File: config.mk
export PLATFORM = sky130hd
export DESIGN_NAME = grant_latch
export DESIGN_NICKNAME = d
export VERILOG_FILES = /design/src/rtl/grant_latch.sv
export SDC_FILE = /design/constraint.sdc
export NUM_CORES = 1
export LEC_CHECK = 0
export CAP_MARGIN = 40
export CORE_UTILIZATION = 35
export CTS_CLUSTER_DIAMETER = 40
export DETAILED_ROUTE_END_ITERATION = 6
export PLACE_DENSITY = 0.65
export SYNTH_ARGS = -nofsm -noshare
export SYNTH_HDL_FRONTEND = slang
export SYNTH_SLANG_ARGS = --single-unit
File: constraint.sdc
create_clock -name clock -period 2.1 [get_ports clock]
set_input_delay 0.63 -clock clock [delete_from_list [all_inputs] [get_ports clock]]
set_output_delay 0.63 -clock clock [all_outputs]
set_load 0.01 [all_outputs]
File: src/rtl/grant_latch.sv
// Grant holding register: captures a one-hot grant, holds it until release (or timeout
// when GRANT_LATCH_TIMEOUT_EN is defined), then forces a dead gap before the next capture.
module grant_latch #(
  parameter int unsigned WIDTH      = 4,
  parameter int unsigned MAX_HOLD   = 8,
  parameter int unsigned GAP_CYCLES = 1,
  localparam int unsigned IdxW      = (WIDTH > 1) ? $clog2(WIDTH) : 1
) (
  input  logic             clock,
  input  logic             reset,
  input  logic             load,
  input  logic             ack,
  input  logic [WIDTH-1:0] in,
  input  logic             release_req,
  output logic [WIDTH-1:0] out,
  output logic [IdxW-1:0]  owner_idx,
  output logic             ready,
  output logic             busy,
  output logic             expired,
  output logic             onehot_err
);

  localparam int unsigned GapW = (GAP_CYCLES > 0) ? $clog2(GAP_CYCLES + 1) : 1;

  if (WIDTH < 2) begin : g_bad_width
    $error("grant_latch: WIDTH must be >= 2");
  end
  if (MAX_HOLD < 1) begin : g_bad_hold
    $error("grant_latch: MAX_HOLD must be >= 1");
  end

  typedef enum logic [1:0] {StIdle, StGrant, StGap} state_e;

  state_e            state_q, state_d;
  logic [WIDTH-1:0]  out_q, out_d;
  logic [IdxW-1:0]   idx_q, idx_d;
  logic [GapW-1:0]   gap_q, gap_d;
  logic              ready_q, ready_d;
  logic              busy_q, busy_d;
  logic              err_q, err_d;
  logic              leave;

`ifdef GRANT_LATCH_TIMEOUT_EN
  localparam int unsigned HoldW = $clog2(MAX_HOLD + 1);
  logic [HoldW-1:0]  hold_q, hold_d;
  logic              expired_q, expired_d;
`endif

  // Clearing the lowest set bit leaves something only when two or more bits are set.
  logic cand_multi;
  assign cand_multi = |(in & (in - WIDTH'(1)));

  function automatic logic [IdxW-1:0] onehot_to_idx(input logic [WIDTH-1:0] v);
    logic [IdxW-1:0] idx;
    idx = '0;
    for (int i = 0; i < WIDTH; i++) begin
      if (v[i]) idx = idx | IdxW'(i);
    end
    return idx;
  endfunction

  always_comb begin
    state_d = state_q;
    out_d   = out_q;
    idx_d   = idx_q;
    gap_d   = gap_q;
    err_d   = 1'b0;
    leave   = 1'b0;
`ifdef GRANT_LATCH_TIMEOUT_EN
    hold_d    = hold_q;
    expired_d = 1'b0;
`endif

    unique case (state_q)
      StIdle: begin
        if (load && ack) begin
          if (cand_multi) begin
            err_d = 1'b1;
          end else if (in != '0) begin
            out_d   = in;
            idx_d   = onehot_to_idx(in);
            state_d = StGrant;
`ifdef GRANT_LATCH_TIMEOUT_EN
            hold_d  = HoldW'(1);
`endif
          end
        end
      end

      StGrant: begin
        // Release wins over a simultaneous expiry, so expired stays low then.
        if (release_req) begin
          out_d = '0;
          leave = 1'b1;
`ifdef GRANT_LATCH_TIMEOUT_EN
        end else if (hold_q == HoldW'(MAX_HOLD)) begin
          out_d     = '0;
          expired_d = 1'b1;
          leave     = 1'b1;
        end else begin
          hold_d = hold_q + HoldW'(1);
`endif
        end

        if (leave) begin
`ifdef GRANT_LATCH_TIMEOUT_EN
          hold_d = '0;
`endif
          if (GAP_CYCLES > 0) begin
            state_d = StGap;
            gap_d   = GapW'(1);
          end else begin
            state_d = StIdle;
          end
        end
      end

      StGap: begin
        if (gap_q == GapW'(GAP_CYCLES)) begin
          state_d = StIdle;
          gap_d   = '0;
        end else begin
          gap_d = gap_q + GapW'(1);
        end
      end

      default: state_d = StIdle;
    endcase

    ready_d = (state_d == StIdle);
    busy_d  = !ready_d;
  end

  always_ff @(posedge clock) begin
    if (reset) begin
      state_q <= StIdle;
      out_q   <= '0;
      idx_q   <= '0;
      gap_q   <= '0;
      ready_q <= 1'b1;
      busy_q  <= 1'b0;
      err_q   <= 1'b0;
    end else begin
      state_q <= state_d;
      out_q   <= out_d;
      idx_q   <= idx_d;
      gap_q   <= gap_d;
      ready_q <= ready_d;
      busy_q  <= busy_d;
      err_q   <= err_d;
    end
  end

`ifdef GRANT_LATCH_TIMEOUT_EN
  always_ff @(posedge clock) begin
    if (reset) begin
      hold_q    <= '0;
      expired_q <= 1'b0;
    end else begin
      hold_q    <= hold_d;
      expired_q <= expired_d;
    end
  end

  assign expired = expired_q;
`else
  assign expired = 1'b0;
`endif

  assign out        = out_q;
  assign owner_idx  = idx_q;
  assign ready      = ready_q;
  assign busy       = busy_q;
  assign onehot_err = err_q;

endmodule
---- After elaboration in Yosys (flattened, before gate mapping) ----
Index checks and enable logic that the tools add are counted.
operators by class
  add/sub/neg operators ................... 2
  eq/ne operators ......................... 7
  muxes and demuxes ....................... 20
  bitwise logic cells ..................... 4
  reductions and logical operators ........ 12
operator list
  cell                                                                   number
  4-bit two-way mux                                                      4
  2-bit two-way mux                                                      7
  2-bit inequality test, second input constant                           5
  4-bit one-hot mux with 2 select lines                                  1
  1-bit two-way mux                                                      6
  2-bit one-hot mux with 3 select lines                                  1
  5-bit AND reduction                                                    1
  4-bit bitwise AND                                                      1
  2-bit zero test                                                        2
  4-bit AND reduction                                                    1
  2-bit nonzero test                                                     2
  4-bit nonzero test                                                     1
  4-bit OR reduction                                                     1
  4-bit by 1-bit subtractor with 4-bit output, second input constant     1
  1-bit inverter                                                         3
  3-bit OR reduction                                                     1
  2-bit by 1-bit equality test with 1-bit output, second input constant  1
  2-bit equality test, second input constant                             1
  1-bit one-hot mux with 2 select lines                                  1
  2-bit AND reduction                                                    1
  1-bit adder, second input constant                                     1
  1-bit logical AND                                                      1
  1-bit zero test                                                        1
storage, ports and cells
  flip-flop bits (word level) ............. 12
  logic and storage cells ................. 52

---- Logic depth before layout (Yosys ltp) ----
Gate-level depths: netlist of run 1.
  depth after elaboration ................. 8
  gate-level depth with buffers ........... 5
  mapped depth without buffers ............ 4

---- Least setup slack after synthesis of run 1 ----
Ideal clock, no wire load.
  kind .................................... input to register
  from .................................... input in[1]
  to ...................................... register ready_q, in the netlist ready
  library setup time ...................... 0.116 ns
  data arrival time ....................... 1.582 ns
  data required time ...................... 1.984 ns
  slack ................................... 0.402 ns
  stages on the path ...................... 5
  buffers on the path ..................... 1
  cell sequence ........................... buf_6 a211o_1 a21oi_4 o41ai_1 a31o_1
between the ends
  cells in the longest elaborated chain, start to end .. 7
RTL lines
  item                                         RTL line  text
  from (decl)                                  13        input logic [WIDTH-1:0] in,
  4-bit by 1-bit subtractor with 4-bit output  51        assign cand_multi = |(in & (in - WIDTH'(1)));
  4-bit bitwise AND                            51
  4-bit OR reduction                           51
  2-bit two-way mux *                          77        if (cand_multi) begin
  2-bit two-way mux *                          76        if (load && ack) begin
  2-bit one-hot mux with 3 select lines *      74        unique case (state_q)
  2-bit zero test *                            130       ready_d = (state_d == StIdle);
  to (signal assigned)                         148       ready_q <= ready_d;
  to (decl)                                    38        logic ready_q, ready_d;
Every way passes the cells marked *; elsewhere a longest branch is shown, timed or not.
A chain may end at the register's enable or synchronous reset.

---- Worst setup path after layout of run 1 ----
  from .................................... input in[1]
  to ...................................... register busy_q, in the netlist busy
between the ends
  cells in the longest elaborated chain, start to end .. 8
RTL lines
  item                                         RTL line  text
  4-bit by 1-bit subtractor with 4-bit output  51
  4-bit bitwise AND                            51
  4-bit OR reduction                           51
  2-bit two-way mux *                          77
  2-bit two-way mux *                          76
  2-bit one-hot mux with 3 select lines *      74
  2-bit zero test *                            130
  1-bit zero test *                            131       busy_d = !ready_d;
  to (signal assigned)                         149       busy_q <= busy_d;
  to (decl)                                    39        logic busy_q, busy_d;
Marked as above.

==> results.yml, run 1 <==
timing:
  timing.final.hold_violations: 0
  timing_max_transition_violations_final: 0
  slew_at_the_pin_closest_to_its_max_slew_limit_ns: 0.540
  grt_setup_unrepaired: "false"
  fmax_mhz: 541
  post-route-min-period_ns: 1.85
  clock-skew-final_ns: 0.00361
  slew_headroom_pct: 63.5
  finalCritPeriodShare_pct: 88.0
  finalSetupViolations: 0
clock_tree:
  cts.root.buffer_cell: "sky130_fd_sc_hd__clkbuf_4"
  cts_tree: "done"
  worst_skew_pair.late_latency_ns: 0.28
  tritoncts.num_buffers: 3
  cts.path.max_buffers: 2
  cts.hold.buffers_added: 0
  cts.sink_count: 12
  number_of_gates_given_a_new_drive_strength_after_cts: 0
  path_clk_slew_ns: 0.08
  number_of_h_tree_levels: 1
  post-cts-setup-buffer-count: 0
job:
  drv_cap: 0
power_and_ir_drop:
  leakage_nw: 0.287
  totalPowerFinal_mw: 0.506
  cellPowerDensity_nw_per_um2: 665
  peakVddDrop_uv: 260
worst_setup_path:
  regToRegSetupSlack_ns: 0.78
  critPathArrivalTime_ns: 1.98
  crit_path_max_fanout: 4
  worst_setup_path_start_kind: "primary input"
  worst_reg2reg_path_depth: 4
  worstSetupEndpointType: "flip-flop"
  setup.worst_path.class: "in -> reg"
  cp_data_required_time_ns: 2.23
outcome:
  run_status: "complete, no violations"
floorplanning:
  die_x_um: 40.8
  dieArea_um2: 1660
  row_count: 13
  initial_utilization_pct: 38.9
  ioPinCount: 19
  die_h_um: 40.8
  core_area_um2: 1350
layout:
  area.sequential_um2: 240
  fin_util_pct: 56.3
  fin_nets: 91
  n_antenna_cell: 0
  area_growth_syn_to_layout_pct: 44.8
  multi_input_area_um2: 258
  post_route_cells_drive_above_1_share_pct: 13.6
  n_fill_cell: 124
logic_synthesis:
  synth_area_per_cell_um2: 8.91
  syn_nets: 68
  synth.distinct_cells: 25
  netlist_instances: 59
  ys_warn_count: 0
  yosysSeqAreaShare_pct: 45.7
  mappedNetlistArea_um2: 526
  ys_ff_latch: 12
detailed_routing:
  totalWireLength_mm: 1.07
  drc: 0
  drt_pass1_iterations: 4
  ant_nets: 0
  via_count: 496
  avgRoutedWirePerCell_um: 11.2
  drt_iter0_drc: 9
  post_drt_via_cell_ratio: 5.17
place:
  place.port_buffers: 17
  gp_routability_congestion: 0.720
  final_hpwl_dp_um: 802
worst_hold_path:
  hold_class: "reg -> reg"
  hold_path_depth: 2
grt:
  global_route.overflow_total: 0
  grt_max_degree: 9
  global_route_wire_length_before_repair_mm: 1.88
  initial_antenna_violation_count: 0
  grt_pass1_vias: 465
  grtUsageTotal_pct: 17.7
==> cell families (layout without fill, tap and decap cells) <==
family	count (synthesis)	count (layout)	share of synthesized area [%]
other	1	1	0.714
flip-flops	12	12	45.7
buffers and inverters	4	26	5.24
AO/OA/AOI/OAI	19	19	26.2
XOR/XNOR	1	1	1.67
AND/OR/NAND/NOR	22	22	20.5
==> final timing paths <==
path / start / endpoint
setup / recovery: in[1] / busy
setup reg to reg: state_q[0] / ready
hold reg to reg: out[1] / out[1]
hold / removal: out[1] / out[1]
==> per-stage QoR <==
step	TNS, ns	cell area [µm²]	std cells	worst slack [ns]	hold slack (ns)
after floorplan	0	526	59	0.402	0.437
after global placement	0	724	92	0.0135	0.442
after detailed placement	-0.0109	724	92	-0.0109	0.442
after CTS	0	761	96	0.285	0.452
after global routing	0	761	96	0.147	0.479
final	0	761	96	0.252	0.449
==> worst max-delay path: stages <==
cell and delay, ns:
sky130_fd_sc_hd__clkdlybuf4s50_1 0.46, sky130_fd_sc_hd__buf_4 0.18, sky130_fd_sc_hd__o41ai_1 0.55, sky130_fd_sc_hd__a31oi_1 0.16
==> synth_stat cells <==
library cell	instances	area share, %
sky130_fd_sc_hd__nand2_1	6	4.3
sky130_fd_sc_hd__nand2b_1	2	2.4
sky130_fd_sc_hd__o21ai_1	4	3.8
sky130_fd_sc_hd__a21oi_1	5	4.8
sky130_fd_sc_hd__o41ai_1	1	1.7
sky130_fd_sc_hd__buf_4	1	1.4
sky130_fd_sc_hd__a31o_1	1	1.7
sky130_fd_sc_hd__o41a_2	1	2.4
sky130_fd_sc_hd__nor2_1	5	3.6
sky130_fd_sc_hd__o21a_1	2	2.9
sky130_fd_sc_hd__nand3_1	4	3.8
sky130_fd_sc_hd__a21oi_4	1	3.1
sky130_fd_sc_hd__buf_2	1	0.95
sky130_fd_sc_hd__a31oi_1	1	1.2
sky130_fd_sc_hd__conb_1	1	0.71
sky130_fd_sc_hd__a211o_1	2	3.3
sky130_fd_sc_hd__xnor2_1	1	1.7
sky130_fd_sc_hd__clkbuf_1	1	0.71
sky130_fd_sc_hd__nand4bb_1	1	2.1
sky130_fd_sc_hd__a21o_1	1	1.4
sky130_fd_sc_hd__nor2b_1	1	1.2
sky130_fd_sc_hd__nor4_1	1	1.2
sky130_fd_sc_hd__nor3_1	2	1.9
sky130_fd_sc_hd__dfxtp_1	12	46
sky130_fd_sc_hd__buf_6	1	2.1
==> cell usage in the layout, fill, tap and decap left out <==
| master | n |
|---|---|
| sky130_fd_sc_hd__a21oi_1 | 5 |
| sky130_fd_sc_hd__nor2_1 | 5 |
| sky130_fd_sc_hd__a31oi_1 | 1 |
| sky130_fd_sc_hd__a21o_1 | 1 |
| sky130_fd_sc_hd__nor2b_1 | 1 |
| sky130_fd_sc_hd__a21oi_4 | 1 |
| sky130_fd_sc_hd__nor4_1 | 1 |
| sky130_fd_sc_hd__xnor2_1 | 1 |
| sky130_fd_sc_hd__o21a_1 | 2 |
| sky130_fd_sc_hd__nor3_1 | 2 |
| sky130_fd_sc_hd__clkbuf_4 | 3 |
| sky130_fd_sc_hd__clkbuf_8 | 1 |
| sky130_fd_sc_hd__a211o_1 | 2 |
| sky130_fd_sc_hd__nand2_1 | 6 |
| sky130_fd_sc_hd__clkdlybuf4s50_1 | 17 |
| sky130_fd_sc_hd__nand4bb_1 | 1 |
| sky130_fd_sc_hd__nand3_1 | 4 |
| sky130_fd_sc_hd__conb_1 | 1 |
| sky130_fd_sc_hd__o21ai_1 | 4 |
| sky130_fd_sc_hd__buf_4 | 5 |
| sky130_fd_sc_hd__o41ai_1 | 1 |
| sky130_fd_sc_hd__dfxtp_1 | 12 |
| sky130_fd_sc_hd__a31o_1 | 1 |
| sky130_fd_sc_hd__o41a_2 | 1 |
| sky130_fd_sc_hd__nand2b_1 | 2 |
==> flip-flops by register name (all words and copies together) (netlist names) <==
register	flops
owner_idx	2
onehot_err	1
gap_q	1
state_q	2
out	4
busy	1
ready	1
==> final cells by class <==
class | count | share of cell area [%]
timing repair buffer | 22 | 27.3
tap | 15 | 2.47
multi-input combinational | 43 | 33.9
sequential | 12 | 31.6
clock buffer | 4 | 4.77
==> power by group <==
part	total (mW)	switching (mW)	leakage, nW	internal [mW]
registers	0.241	0.00433	0.0975	0.236
logic	0.0785	0.0351	0.168	0.0434
clock network	0.187	0.0812	0.0210	0.106
==> per-layer routing <==
layer  vias up  track usage [%]  share of wire [%]
li1        256                -                  -
met1       220             22.5                 50
met2        17             26.6                 42
met3         3             6.52                5.5
met4         0             7.50                2.0
met5         -                0                  0
No activity file was read; power rests on OpenSTA's default activity.
==> run 2: changes to the inputs <==
- DONT_BUFFER_PORTS: unset -> 1
- PLACE_DENSITY: 0.65 -> unset
==> results.yml, run 2 (synthesis results as in run 1) <==
clock_tree:
  worst_skew_pair.late_latency_ns: 0.28
  cts.root.buffer_cell: "sky130_fd_sc_hd__clkbuf_4"
  post-cts-setup-buffer-count: 0
  number_of_gates_given_a_new_drive_strength_after_cts: 0
  number_of_h_tree_levels: 1
  path_clk_slew_ns: 0.08
  cts_tree: "done"
  tritoncts.num_buffers: 3
  cts.path.max_buffers: 2
  cts.sink_count: 12
  cts.hold.buffers_added: 0
worst_setup_path:
  endpoint: "ready"
  worst_setup_path_start_kind: "primary input"
  worst_reg2reg_path_depth: 4
  critical_path.startpoint: "in[1]"
  crit-reg2reg-capture: "ready"
  worstSetupEndpointType: "flip-flop"
  setup.worst_path.class: "in -> reg"
  critical-path-max-stage-delay_ns: 0.32
  crit_path_max_fanout: 7
  regToRegSetupSlack_ns: 0.74
  startpoint_of_the_worst_register_to_register_path: "state_q[0]"
  timing.critical_path.cells: "a211o_1, a21oi_4, o41ai_1, a31o_1"
  critical_path_buf_inv_count: 0
  cp_data_required_time_ns: 2.27
  worst_path_dominant_cell_family: "compound AO/OA/AOI/OAI gates"
  critPathArrivalTime_ns: 1.54
  worst_path_max_delay_cell: "sky130_fd_sc_hd__a211o_1"
  critical_path_depth: 4
timing:
  slew_at_the_pin_closest_to_its_max_slew_limit_ns: 0.566
  setup_total_negative_slack_ns: 0
  hold-worst-slack_ns: 0.410
  finalSetupViolations: 0
  clock-skew-final_ns: 0.00489
  timing_max_transition_violations_final: 0
  slew_headroom_pct: 61.8
  grt_setup_unrepaired: "false"
  fmax_mhz: 730
  post-route-min-period_ns: 1.37
  finalCritPeriodShare_pct: 65.2
  timing.final.hold_violations: 0
layout:
  area_growth_syn_to_layout_pct: 5.24
  n_fill_cell: 147
  largest_register_ff_count: 4
  fin_area_um2: 553
  mostFrequentLayoutCell: "sky130_fd_sc_hd__dfxtp_1"
  post_route_cells_drive_above_1_share_pct: 10.2
  fin_nets: 69
  n_antenna_cell: 0
  layout_common_cells: "sky130_fd_sc_hd__dfxtp_1, sky130_fd_sc_hd__nand2_1, sky130_fd_sc_hd__nor2_1, sky130_fd_sc_hd__a21oi_1"
outcome:
  run_status: "complete, no violations"
job:
  drv_cap: 0
place:
  place_area_um2: 517
  gp_routability_congestion: 0.732
  final_hpwl_dp_um: 745
  place.port_buffers: 0
grt:
  grt_pass1_vias: 351
  grtUsageTotal_pct: 14.0
  grt_max_degree: 9
  global_route_wire_length_before_repair_mm: 1.46
  global_route.overflow_total: 0
  initial_antenna_violation_count: 0
floorplanning:
  core_area_um2: 1350
  die_h_um: 40.8
  ioPinCount: 19
  row_count: 13
  dieArea_um2: 1660
  initial_utilization_pct: 38.9
  die_x_um: 40.8
detailed_routing:
  totalWireLength_mm: 1.03
  ant_nets: 0
  avgRoutedWirePerCell_um: 13.9
  drt_iter0_drc: 7
  drc: 0
  drt_pass1_iterations: 4
  post_drt_via_cell_ratio: 5.50
  via_count: 407
worst_hold_path:
  hold_class: "in -> reg"
power_and_ir_drop:
  peakVddDrop_uv: 286
  cellPowerDensity_nw_per_um2: 842
  leakage_nw: 0.199
run 2: cell types whose count changed in the layout (fill, tap and decap cells not counted), sizes merged:
cell / before / now
clkdlybuf4s50: 17 / 0
buf: 5 / 0
run 2: power by group:
part | internal [mW] | switching, mW
clock network | 0.105 | 0.0836
logic | 0.0142 | 0.0174
registers | 0.236 | 0.00859
total | 0.356 | 0.110
run 2: worst register-to-register path, stage by stage, from the launching register on:
cell	delay, ns
sky130_fd_sc_hd__dfxtp_1	0.35
sky130_fd_sc_hd__nand4bb_1	0.30
sky130_fd_sc_hd__a21oi_4	0.25
sky130_fd_sc_hd__o41ai_1	0.16
sky130_fd_sc_hd__a31o_1	0.20
run 2: cell type report:
cell class	count	area, µm²	area share (%)
clock buffer	4	36.3	6.56
multi-input combinational	43	258	46.6
sequential	12	240	43.4
tap	15	18.8	3.39
run 2: layer usage:
layer	track usage, %	vias up	part of all wire, %
met2	19.8	12	44
met1	17.2	185	50
li1	-	210	-
met3	5.43	0	6.6
met4	10.0	0	0
met5	0	-	0
run 2: how the worst min path moves through the flow:
stage | startpoint | endpoint | slack (ns) | depth (start not counted)
6_report | reset | gap_q | 0.41 | 1
5_1_grt | reset | gap_q | 0.40 | 1
4_1_cts | reset | gap_q | 0.41 | 1
3_5_place_dp | gap_q | gap_q | 0.45 | 2
3_3_place_gp | gap_q | gap_q | 0.44 | 2
2_1_floorplan | gap_q | gap_q | 0.44 | 2
run 2: stage by stage:
| step | util (%) | std cells | setup slack (ns) | power (mW) |
|---|---|---|---|---|
| after floorplan | - | 59 | 0.402 | 0.285 |
| after global placement | 38.3 | 70 | 0.479 | 0.282 |
| after detailed placement | 38.3 | 70 | 0.450 | 0.282 |
| after CTS | 41.0 | 74 | 0.738 | 0.469 |
| after global routing | 41.0 | 74 | 0.655 | 0.485 |
| final | 41.0 | 74 | 0.731 | 0.465 |
==> run 3: changes to the inputs <==
- clock period: 2.1 -> 1.2 ns (I/O delays scaled with it)
==> results.yml, run 3 (synthesis results as in run 1) <==
outcome:
  run_status: "complete, no violations"
detailed_routing:
  post_drt_via_cell_ratio: 5.42
  totalWireLength_mm: 1.15
  drc: 0
  avgRoutedWirePerCell_um: 14.7
  drt_pass1_iterations: 4
  via_count: 423
  drt_iter0_drc: 13
  ant_nets: 0
clock_tree:
  cts.root.buffer_cell: "sky130_fd_sc_hd__clkbuf_4"
  cts.sink_count: 12
  cts.path.max_buffers: 2
  number_of_h_tree_levels: 1
  post-cts-setup-buffer-count: 0
  worst_skew_pair.late_latency_ns: 0.27
  tritoncts.num_buffers: 3
  path_clk_slew_ns: 0.08
  cts.hold.buffers_added: 0
  cts_tree: "done"
worst_setup_path:
  worst_path_max_delay_cell: "sky130_fd_sc_hd__dfxtp_2"
  critPathArrivalTime_ns: 1.37
  timing.critical_path.cells: "nand4bb_4, a21oi_4, o41ai_2, a31o_1"
  worst_setup_path_start_kind: "flip-flop"
  crit_path_max_fanout: 4
  critical-path-max-stage-delay_ns: 0.33
  worst_path_dominant_cell_family: "compound AO/OA/AOI/OAI gates"
  worstSetupEndpointType: "flip-flop"
  critical_path_buf_inv_count: 0
  cp_data_required_time_ns: 1.37
  setup.worst_path.class: "reg -> reg"
floorplanning:
  initial_utilization_pct: 38.9
  row_count: 13
  core_area_um2: 1350
  dieArea_um2: 1660
  die_h_um: 40.8
  ioPinCount: 19
  die_x_um: 40.8
place:
  final_hpwl_dp_um: 734
  place.port_buffers: 0
  gp_routability_congestion: 0.810
grt:
  grt_pass1_vias: 412
  global_route.overflow_total: 0
  grt.met3_usage_pct: 6.52
  global_route_wire_length_before_repair_mm: 1.79
  busiest_layer: "met2"
  grt_max_degree: 9
  initial_antenna_violation_count: 0
  grtUsageTotal_pct: 17.3
  grtUsageMet2_pct: 23.8
  global_route.usage.met1_pct: 22.0
layout:
  n_fill_cell: 140
  mostFrequentLayoutCell: "sky130_fd_sc_hd__dfxtp_1"
  layout_common_cells: "sky130_fd_sc_hd__dfxtp_1, sky130_fd_sc_hd__nand2_1, sky130_fd_sc_hd__nor2_1"
  n_antenna_cell: 0
  post_route_cells_drive_above_1_share_pct: 25.4
  fin_nets: 73
  area_growth_syn_to_layout_pct: 19.3
  largest_register_ff_count: 4
timing:
  clock-skew-final_ns: 0.000518
  grt_setup_unrepaired: "true"
  fmax_mhz: 838
  timing_max_transition_violations_final: 0
  finalCritPeriodShare_pct: 99.5
  post-route-min-period_ns: 1.19
  finalSetupViolations: 0
  hold-worst-slack_ns: 0.149
  timing.final.hold_violations: 0
job:
  drv_cap: 0
power_and_ir_drop:
  totalPowerFinal_mw: 0.826
  leakage_nw: 0.226
  peakVddDrop_uv: 572
  cellPowerDensity_nw_per_um2: 1320
worst_hold_path:
  hold_class: "in -> reg"
## run 3: worst register-to-register path, delay by kind of cell (launching register included)
kind               cells  cell delay, ns
AOI/OAI and AO/OA      3            0.52
DFF                    1            0.33
and+or+nand+nor        1            0.24
## run 3: stage by stage
step	setup slack, ns	instance area [µm²]	TNS (ns)	instances	util, %
finish	0.00621	627	0	78	46.4
global route	-0.0436	627	-0.146	78	46.4
CTS	0.0246	616	0	78	45.6
detailed placement	-0.120	554	-0.849	74	41.1
global placement	-0.101	554	-0.739	74	41.1
floorplan	-0.198	539	-1.56	59	-
## run 3: timing repair
item / 4_1_cts / 5_1_grt
pin swaps: 0 / 3
gates resized for setup: 3 / 4
setup endpoints to repair: 9 / 10
## run 3: where the power goes
group | switching [mW] | internal, mW | total [mW]
registers | 0.0137 | 0.414 | 0.427
clock network | 0.141 | 0.184 | 0.326
logic | 0.0358 | 0.0375 | 0.0734
## run 3: routing by layer
layer	routed length (µm)	part of all wire [%]
met5	0	0
met4	33	2.9
met3	87	7.6
met2	486	42
met1	542	47
## run 3: area by class of cell
type | instances | area (µm²) | area share (%)
well taps | 15 | 18.8 | 2.99
multi-input cells | 43 | 300 | 47.9
flip-flops and latches | 12 | 241 | 38.5
clock buffers | 4 | 36.3 | 5.79
repair buffers | 4 | 30.0 | 4.79
## run 3: final timing paths
kind                            startpoint    endpoint  slack (ns)  depth (start not counted)
worst max-delay path            state_q[0]       ready       0.006                          4
worst min-delay path                 reset  state_q[1]        0.15                          1
worst max register to register  state_q[0]       ready       0.006                          4
worst min register to register       gap_q       gap_q        0.48                          2
